$ cat config.mk
export PLATFORM = sky130hd
export DESIGN_NAME = risc_processor
export DESIGN_NICKNAME = d
export VERILOG_FILES = /design/src/rtl/risc_pkg.sv /design/src/rtl/risc_alu.sv /design/src/rtl/risc_processor.sv
export SDC_FILE = /design/constraint.sdc
export NUM_CORES = 1
export LEC_CHECK = 0
export ABC_CLOCK_PERIOD_IN_PS = 5400
export BUFFER_PORTS_ARGS = -buffer_cell sky130_fd_sc_hd__clkbuf_2
export CAP_MARGIN = 20
export CELL_PAD_IN_SITES_DETAIL_PLACEMENT = 1
export CELL_PAD_IN_SITES_GLOBAL_PLACEMENT = 1
export CORE_MARGIN = 3
export CORE_UTILIZATION = 30
export DETAILED_ROUTE_END_ITERATION = 6
export PLACE_DENSITY = 0.53
export SLEW_MARGIN = 0
export SYNTH_ARGS = -nofsm -noshare
export SYNTH_HDL_FRONTEND = slang
export SYNTH_SLANG_ARGS = --single-unit
export TNS_END_PERCENT = 30
$ cat constraint.sdc
create_clock -name clk -period 5.4 [get_ports clk]
set_input_delay 0.27 -clock clk [delete_from_list [all_inputs] [get_ports clk]]
set_output_delay 0.27 -clock clk [all_outputs]
set_load 0.02 [all_outputs]
$ cat src/rtl/risc_pkg.sv
// Shared encodings for the 16-bit RISC core: instruction classes,
// opcodes, branch conditions and instruction field positions.
package risc_pkg;

    localparam logic [1:0] CLS_ALU   = 2'b00;
    localparam logic [1:0] CLS_LDST  = 2'b01;
    localparam logic [1:0] CLS_JUMP  = 2'b10;
    localparam logic [1:0] CLS_NPHLT = 2'b11;

    localparam logic [4:0] ALU_ADD  = 5'b00001;
    localparam logic [4:0] ALU_SUB  = 5'b00011;
    localparam logic [4:0] ALU_AND  = 5'b00101;
    localparam logic [4:0] ALU_OR   = 5'b00110;
    localparam logic [4:0] ALU_XOR  = 5'b00111;
    localparam logic [4:0] ALU_NAND = 5'b01000;
    localparam logic [4:0] ALU_NOR  = 5'b01001;
    localparam logic [4:0] ALU_NXOR = 5'b01010;
    localparam logic [4:0] ALU_SHR  = 5'b01011;
    localparam logic [4:0] ALU_SHRA = 5'b01100;
    localparam logic [4:0] ALU_SHL  = 5'b01101;

    localparam logic [2:0] LS_LOAD  = 3'b000;
    localparam logic [2:0] LS_LOADC = 3'b001;
    localparam logic [2:0] LS_STORE = 3'b010;

    localparam logic [1:0] J_JMP   = 2'b00;
    localparam logic [1:0] J_JMPR  = 2'b01;
    localparam logic [1:0] J_JMPC  = 2'b10;
    localparam logic [1:0] J_JMPRC = 2'b11;

    localparam logic [2:0] C_N  = 3'b000;
    localparam logic [2:0] C_NN = 3'b001;
    localparam logic [2:0] C_Z  = 3'b010;
    localparam logic [2:0] C_NZ = 3'b011;

    localparam logic [4:0] NP_NOP  = 5'b00000;
    localparam logic [4:0] NP_HALT = 5'b00001;

    localparam int NREGS = 8;

    // Field positions shared by several instruction classes
    localparam int CLS_HI = 15;
    localparam int CLS_LO = 14;
    localparam int OP_HI  = 13;
    localparam int RD_LO  = 6;
    localparam int RA_LO  = 3;
    localparam int OFS_HI = 5;

    function automatic logic cond_met(
        input logic [2:0] cond,
        input logic       neg,
        input logic       zero
    );
        case (cond)
            C_N:     return neg;
            C_NN:    return !neg;
            C_Z:     return zero;
            C_NZ:    return !zero;
            default: return 1'b0;
        endcase
    endfunction

endpackage

$ cat src/rtl/risc_alu.sv
// Combinational ALU: op plus two operands to result; valid is low
// for unlisted ops so the caller can suppress the register write.
module risc_alu
    import risc_pkg::*;
#(
    parameter int W = 32
) (
    input  logic [4:0]   op,
    input  logic [W-1:0] a,
    input  logic [W-1:0] b,
    output logic [W-1:0] result,
    output logic         valid
);

    localparam int SW = $clog2(W);

    logic [SW-1:0] sh;

    assign sh = b[SW-1:0];

    always_comb begin
        result = '0;
        valid  = 1'b1;
        case (op)
            ALU_ADD:  result = a + b;
            ALU_SUB:  result = a - b;
            ALU_AND:  result = a & b;
            ALU_OR:   result = a | b;
            ALU_XOR:  result = a ^ b;
            ALU_NAND: result = ~(a & b);
            ALU_NOR:  result = ~(a | b);
            ALU_NXOR: result = ~(a ^ b);
            ALU_SHR:  result = a >> sh;
            ALU_SHRA: result = W'($signed(a) >>> sh);
            ALU_SHL:  result = a << sh;
            default:  valid  = 1'b0;
        endcase
    end

endmodule

$ cat src/rtl/risc_processor.sv
// Single-cycle 16-bit-instruction / 32-bit-data RISC core with an
// 8x32 register file, load/store, branches and halt.
module risc_processor
    import risc_pkg::*;
#(
    parameter int DATA_W = 32,
    parameter int ADDR_W = 10,
    parameter int PC_W   = 32
) (
    input  logic              clk,
    input  logic              reset,
    input  logic [15:0]       instruction,
    input  logic [DATA_W-1:0] data_in,
    output logic [PC_W-1:0]   pc,
    output logic [ADDR_W-1:0] addr,
    output logic [DATA_W-1:0] data_out
);

    logic [DATA_W-1:0] rf [NREGS];
    logic              halted;

    logic [1:0]        cls;
    logic [4:0]        alu_op;
    logic [2:0]        rd;
    logic [2:0]        ra;
    logic [2:0]        rb;
    logic [2:0]        ls_op;
    logic [2:0]        ls_r;
    logic [7:0]        imm;
    logic [1:0]        j_op;
    logic [2:0]        j_cond;
    logic [2:0]        j_c;
    logic [2:0]        j_t;
    logic [4:0]        np_op;
    logic [PC_W-1:0]   ofs;

    assign cls    = instruction[CLS_HI:CLS_LO];
    assign alu_op = instruction[OP_HI:9];
    assign rd     = instruction[RD_LO+2:RD_LO];
    assign ra     = instruction[RA_LO+2:RA_LO];
    assign rb     = instruction[2:0];
    assign ls_op  = instruction[OP_HI:11];
    assign ls_r   = instruction[10:8];
    assign imm    = instruction[7:0];
    assign j_op   = instruction[OP_HI:12];
    assign j_cond = instruction[11:9];
    assign j_c    = instruction[RD_LO+2:RD_LO];
    assign j_t    = instruction[2:0];
    assign np_op  = instruction[OP_HI:9];
    assign ofs    = PC_W'($signed(instruction[OFS_HI:0]));

    logic [DATA_W-1:0] alu_res;
    logic              alu_ok;

    risc_alu #(
        .W(DATA_W)
    ) u_alu (
        .op    (alu_op),
        .a     (rf[ra]),
        .b     (rf[rb]),
        .result(alu_res),
        .valid (alu_ok)
    );

    logic [DATA_W-1:0] c_val;
    logic              c_ok;

    assign c_val = rf[j_c];
    assign c_ok  = cond_met(j_cond, c_val[DATA_W-1], c_val == '0);

    logic [PC_W-1:0]   pc_next;
    logic              we;
    logic [2:0]        wsel;
    logic [DATA_W-1:0] wdata;
    logic              halt_req;

    always_comb begin
        pc_next  = pc + 1'b1;
        we       = 1'b0;
        wsel     = rd;
        wdata    = '0;
        halt_req = 1'b0;
        addr     = '0;
        data_out = '0;
        case (cls)
            CLS_ALU: begin
                we    = alu_ok;
                wdata = alu_res;
            end
            CLS_LDST: begin
                wsel = ls_r;
                case (ls_op)
                    LS_LOAD: begin
                        we    = 1'b1;
                        wdata = data_in;
                        addr  = rf[imm[2:0]][ADDR_W-1:0];
                    end
                    LS_LOADC: begin
                        we    = 1'b1;
                        wdata = DATA_W'(imm);
                    end
                    LS_STORE: begin
                        addr     = rf[imm[2:0]][ADDR_W-1:0];
                        data_out = rf[ls_r];
                    end
                    default: ;
                endcase
            end
            CLS_JUMP: begin
                case (j_op)
                    J_JMP:   pc_next = PC_W'(rf[j_t]);
                    J_JMPR:  pc_next = pc + ofs;
                    J_JMPC:  if (c_ok) pc_next = PC_W'(rf[j_t]);
                    J_JMPRC: if (c_ok) pc_next = pc + ofs;
                    default: ;
                endcase
            end
            default: begin
                // HALT holds pc on the halting instruction itself
                if (np_op == NP_HALT) begin
                    halt_req = 1'b1;
                    pc_next  = pc;
                end else if (np_op == NP_NOP) begin
                    pc_next = pc + 1'b1;
                end
            end
        endcase
    end

    always_ff @(posedge clk) begin
        if (!reset) begin
            pc     <= '0;
            halted <= 1'b0;
            for (int i = 0; i < NREGS; i++) begin
                rf[i] <= '0;
            end
        end else if (!halted) begin
            pc <= pc_next;
            if (halt_req) begin
                halted <= 1'b1;
            end
            if (we) begin
                rf[wsel] <= wdata;
            end
        end
    end

endmodule

==> results.py, run 1 <==
metrics = {
    "power_and_ir_drop": {
        "powerDensity_nw_per_um2": 248,
        "power_w": 0.00840,
        "p_leak_nw": 12.8,
        "vdd_drop_max_mv": 0.210,
    },
    "place": {
        "numPortBuffers": 123,
        "dp.cells": 4581,
        "dpl-instance-area_sq_um": 32700,
        "routabilityCongestion": 0.988,
        "post-dp-hpwl_mm": 124,
    },
    "worst_setup_path": {
        "regToRegSetupSlack_ns": 0.26,
        "crit_fanout": 8,
        "crit_family": "compound AO/OA/AOI/OAI gates",
        "path_buf_inv": 3,
        "cp_slowest_stage_delay_ns": 0.55,
        "critPathLaunchType": "register",
        "ff2ff_path_depth": 21,
        "crit_cells": 21,
        "cp_data_required_time_ns": 5.70,
        "cp_slowest_cell": "mux4_2",
        "crit_chain": "mux4_2 > mux2i_4 > ha_1 > nand2_1 > nor3_1 > buf_4 > a31oi_1 > xnor2_1 > ha_1 > a21oi_1 > o21a_1 > o21ai_0 > a221o_1 > o211ai_1 > buf_4 > nand3_1 > a31oi_1 > nor4_1 > nor3_2 > buf_4 > nor2_1",
        "criticalPathCategory": "reg -> reg",
        "crit_top_cell": "buf_4",
        "endpoint_kind": "register",
        "worstPathArrival_ns": 5.44,
    },
    "synthesis": {
        "yosysSeqAreaShare": 0.284,
        "synth_cell_type_count": 106,
        "synth-edff-count": 256,
        "ys_seq_elements": 289,
        "syn_inst": 3163,
        "synth_compound_area_frac": 0.179,
        "synth_commonest_cells": "490 x nor2_1, 270 x nand2_1, 256 x edfxtp_1",
        "synth_fa_ha_area_frac": 0.0593,
        "yosys.area_share.simple": 0.182,
        "ys.warnings.count": 0,
        "synthTopCellsByArea": "edfxtp_1 26%, mux4_2 15%, nor2_1 6.3%",
        "synthArstFlopShare": 0,
        "syn_area_sq_um": 29300,
        "synth_top_area_share": 0.262,
        "syn_avg_cell_area_sq_um": 9.28,
        "synth_xor_area_frac": 0.0218,
        "synth_top_family_by_area": "multiplexers",
        "yosys.area.top_type": "edfxtp_1",
        "syn-num-nets": 3351,
        "muxShareOfSynthArea": 0.225,
        "synth.most_common_cell": "nor2_1",
        "synth_ff_type": "edfxtp_1",
    },
    "global_route": {
        "grt_pass1_vias": 29800,
        "antenna_found_initial": 5,
        "grt_pass1_wl_mm": 228,
        "grt_max_degree": 71,
        "grt_overflow": 0,
        "grt_usage": 0.309,
    },
    "die": {
        "die_h_um": 319,
        "num_rows": 114,
        "dieWidth_um": 319,
        "die-area_sq_um": 102000,
        "start_util": 0.303,
        "coreArea_sq_um": 96900,
        "io_pins": 124,
    },
    "sta": {
        "hold_viol_final": 0,
        "post-route-period-util": 0.952,
        "worstMarginPinSlew_ns": 1.18,
        "finalClockSkew_ns": 0.0371,
        "clock.fmax_mhz": 194,
        "rsz0062_at_grt": "true",
        "setup_viol": 0,
        "max_slew_margin": 0.211,
        "period_needed_ns": 5.14,
        "slew_viol_final": 0,
    },
    "clock_network": {
        "ctsHoldBuffers": 0,
        "cts_made_buffers": 38,
        "post-cts-setup-buffers": 0,
        "clock_sinks": 289,
        "clkTransAtPathRegs_ns": 0.06,
        "ctsLongestPathBuffers": 3,
        "ctsHtreeMaxLevel": 2,
        "cts_tree": "yes",
        "clk_latency_ns": 0.59,
        "ctsResizeCount": 0,
        "cts-root-buf": "clkbuf_16",
    },
    "drt": {
        "vias": 29400,
        "drc": 0,
        "first_pass_iters": 6,
        "drt_iter0_markers": 3011,
        "wl_per_cell_um": 34.9,
        "postRouteAntennaNets": 0,
        "via_per_inst": 6.33,
        "wl_mm": 162,
    },
    "run": {
        "cap_violations": 0,
    },
    "final_layout": {
        "fin_area_sq_um": 33900,
        "drive_gt1_frac": 0.227,
        "fillers": 11100,
        "area_growth_pct": 15.4,
        "final_nets": 3533,
        "fin_cells": 4651,
    },
    "min_path": {
        "holdPathStages": 4,
        "hold_class": "in -> reg",
    },
    "outcome": {
        "status": "finished clean",
    },
}
-- final cells by class --
class / count / area [sq um] / area share
Inverter: 87 / 329 / 0.00971
Clock buffer: 47 / 1020 / 0.0300
Clock inverter: 19 / 170 / 0.00502
Sequential cell: 289 / 8350 / 0.246
Antenna cell: 4 / 10.0 / 0.000295
Multi-Input combinational cell: 2560 / 19700 / 0.581
Tap cell: 1276 / 1600 / 0.0471
Timing Repair Buffer: 369 / 2730 / 0.0807
-- flip-flops by register name, summed over array words and instances (netlist names) --
register and cells:
halted 1, rf 256, pc 32
-- layout by cell type, fill, tap and decap left out, types with 18 or more instances in the layout --
master     instances
inv_1             75
nor2b_1           20
nor3_1            58
dfxtp_1           33
o21ai_0          148
and3_1            18
nand4_1           43
a211oi_1          49
mux4_2           197
xnor2_1           55
buf_4            234
mux2i_1          136
xor2_1            18
a21o_1            48
o21a_1            20
edfxtp_1         256
nor2_1           490
a221oi_1          18
mux2_2            37
clkbuf_16         39
nand2_1          260
o22ai_1           22
buf_12            20
a31oi_1           30
nor4_1            68
and2_1            25
o211ai_1          41
ha_1             136
nand3_1           88
clkbuf_2         115
a21oi_1          215
mux2i_2           18
-- power by group --
part / internal, W / switching, W / total (W)
Clock: 0.00144 / 0.00107 / 0.00250
Sequential: 0.00252 / 0.000138 / 0.00266
Combinational: 0.00117 / 0.00207 / 0.00324
Total: 0.00513 / 0.00328 / 0.00840
-- routing by layer --
layer  part of all wire  GRT usage  vias up
li1                   -          -    12500
met1               0.42      0.417    15200
met2               0.45      0.495     1452
met3              0.074     0.0460      297
met4              0.047      0.130        2
met5           0.000080          0        -
-- tightest hold or removal path: cells and delay by family --
| kind | cells | cell delay (ns) |
|---|---|---|
| buffers and inverters | 3 | 0.43 |
| AND/OR/NAND/NOR | 1 | 0.12 |
-- stage by stage --
step           setup TNS [ns]  setup WS [ns]   util  hold slack (ns)
4_1_cts                     0          0.167  0.349            0.245
3_5_place_dp         -0.00883       -0.00303  0.337            0.535
3_3_place_gp                0         0.0628  0.337            0.526
5_1_grt              -0.00629       -0.00629  0.350            0.281
2_1_floorplan               0         0.0458      -            0.539
6_report                    0          0.257  0.350            0.282
-- final timing paths --
check / to / from
max: rf[1][25] / rf[7][0]
max reg2reg: rf[1][25] / rf[7][0]
min: pc[3] / reset
min reg2reg: pc[15] / pc[15]
-- logic make-up (layout without fill, tap and decap cells) --
| kind of cell | after synthesis | in the layout |
|---|---|---|
| DFF | 289 | 289 |
| other | 0 | 4 |
| and+or+nand+nor | 1168 | 1168 |
| xor gates and xnor gates | 73 | 73 |
| adders and majority gates | 138 | 138 |
| AOI/OAI and AO/OA | 786 | 786 |
| muxes | 395 | 395 |
| buffers and inverters | 314 | 522 |
No activity file was read; power rests on OpenSTA's default activity.
==> run 2, diff against run 1 <==
CTS_BUF_LIST = sky130_fd_sc_hd__clkbuf_8   (was not set)
==> results.py, run 2 (synthesis results as in run 1) <==
metrics = {
    "global_route": {
        "grt_overflow": 0,
        "antenna_found_initial": 8,
        "use_met2": 0.494,
        "grt_usage": 0.309,
        "grt_util_met1": 0.417,
        "grt_pass1_vias": 30100,
        "grt_max_degree": 71,
        "gr-max-usage-layer": "met2",
        "grt.met3_usage": 0.0458,
        "grt_pass1_wl_mm": 229,
    },
    "sta": {
        "clock.fmax_mhz": 194,
        "worstMarginPinSlew_ns": 1.19,
        "fin_setup_tns_ns": 0,
        "hold_viol_final": 0,
        "slew_viol_final": 0,
        "max_slew_margin": 0.210,
        "rsz0062_at_grt": "true",
        "period_needed_ns": 5.14,
        "finalClockSkew_ns": 0.0553,
        "setup_viol": 0,
        "post-route-period-util": 0.952,
        "hold_slack_ns": 0.157,
    },
    "worst_setup_path": {
        "crit_top_cell": "a21o_1",
        "crit_family": "simple AND/OR/NAND/NOR gates",
        "cp_slowest_cell": "mux4_2",
        "critPathLaunchType": "register",
        "cp_slowest_stage_delay_ns": 0.52,
        "crit_fanout": 8,
        "criticalPathCategory": "reg -> reg",
        "ff2ff_path_depth": 19,
        "crit_cells": 19,
        "crit_chain": "mux4_2 > mux2i_2 > nand3_2 > nor4b_4 > buf_4 > and2_1 > a41oi_1 > xnor2_1 > ha_1 > a21o_1 > a21o_1 > a21o_1 > nor2b_1 > a31oi_2 > a31oi_1 > mux2i_1 > and3_1 > buf_12 > nor2_1",
        "worstPathArrival_ns": 5.53,
        "cp_data_required_time_ns": 5.79,
        "endpoint_kind": "register",
        "path_buf_inv": 2,
    },
    "clock_network": {
        "ctsHoldBuffers": 0,
        "clk_latency_ns": 0.70,
        "cts-root-buf": "clkbuf_8",
        "cts_tree": "yes",
        "clock_sinks": 289,
        "cts_made_buffers": 57,
        "ctsLongestPathBuffers": 3,
        "clkTransAtPathRegs_ns": 0.06,
        "ctsHtreeMaxLevel": 2,
    },
    "drt": {
        "wl_mm": 163,
        "wl_per_cell_um": 34.7,
        "first_pass_iters": 5,
        "drc": 0,
        "postRouteAntennaNets": 0,
        "via_per_inst": 6.31,
        "drt_iter0_markers": 3101,
        "vias": 29600,
    },
    "die": {
        "io_pins": 124,
        "die_h_um": 319,
        "num_rows": 114,
        "start_util": 0.303,
        "die-area_sq_um": 102000,
        "coreArea_sq_um": 96900,
        "dieWidth_um": 319,
    },
    "final_layout": {
        "area_growth_pct": 15.2,
        "largest_register": "rf",
        "layout_commonest_cell": "nor2_1",
        "largest_register_ffs": 256,
        "final_nets": 3552,
        "fin_area_sq_um": 33800,
        "reg_top3": "rf x256, pc x32, halted x1",
        "drive_gt1_frac": 0.231,
        "final_cell_mix": "490 x nor2_1, 260 x nand2_1, 256 x edfxtp_1, 234 x buf_4, 214 x a21oi_1",
        "final_core_util": 0.349,
        "fillers": 11100,
    },
    "outcome": {
        "status": "finished clean",
    },
    "place": {
        "post-dp-hpwl_mm": 124,
        "dpl-instance-area_sq_um": 32700,
        "routabilityCongestion": 0.988,
        "numPortBuffers": 123,
    },
    "run": {
        "cap_violations": 0,
    },
    "power_and_ir_drop": {
        "powerDensity_nw_per_um2": 242,
        "vdd_drop_max_mv": 0.187,
        "p_leak_nw": 12.8,
        "power_w": 0.00820,
    },
    "min_path": {
        "hold_class": "in -> reg",
        "holdPathStages": 4,
    },
}
run 2: where the power goes:
| group | leakage, nW | internal [W] | switching (W) |
|---|---|---|---|
| Combinational | 9.29 | 0.00117 | 0.00207 |
| Clock | 0.636 | 0.00120 | 0.00109 |
| Sequential | 2.92 | 0.00252 | 0.000138 |
| Total | 12.8 | 0.00489 | 0.00331 |
run 2: what timing repair did:
action	4_1_cts	5_1_grt
endpoints found under the hold margin	0	0
endpoints found under the setup margin	0	62
buffers inserted	0	0
resized for setup	0	7
run 2: path summary, 6_finish.rpt:
| check | end | slack (ns) | start |
|---|---|---|---|
| hold / removal | pc[20] | 0.16 | reset |
| hold reg to reg | pc[15] | 0.55 | pc[15] |
| setup reg to reg | rf[1][30] | 0.26 | rf[2][6] |
| setup / recovery | rf[1][30] | 0.26 | rf[2][6] |
run 2: final cells by class:
| type | instances | area (sq um) | area share |
|---|---|---|---|
| inverter | 87 | 329 | 0.00973 |
| tap | 1276 | 1600 | 0.0472 |
| antenna | 2 | 5.00 | 0.000148 |
| timing repair buffer | 369 | 2730 | 0.0808 |
| multi-input combinational | 2560 | 19700 | 0.582 |
| clock inverter | 50 | 329 | 0.00973 |
| sequential | 289 | 8350 | 0.247 |
| clock buffer | 58 | 798 | 0.0236 |
run 2: worst min-delay path, delay by kind of cell:
| family | cells | cell delay (ns) |
|---|---|---|
| buffers and inverters | 2 | 0.36 |
| AOI/OAI and AO/OA | 2 | 0.17 |
run 2: metal layers:
metal / vias up / part of all wire
met5: - / 0.00017
met3: 310 / 0.075
li1: 12500 / -
met4: 4 / 0.049
met2: 1511 / 0.45
met1: 15300 / 0.42
run 2: through the flow:
| step | worst slack [ns] | cells |
|---|---|---|
| finish | 0.258 | 4691 |
| floorplan | 0.0458 | 3163 |
| global route | -0.00556 | 4690 |
| global placement | 0.0628 | 4581 |
| detailed placement | -0.00303 | 4581 |
| CTS | 0.149 | 4689 |
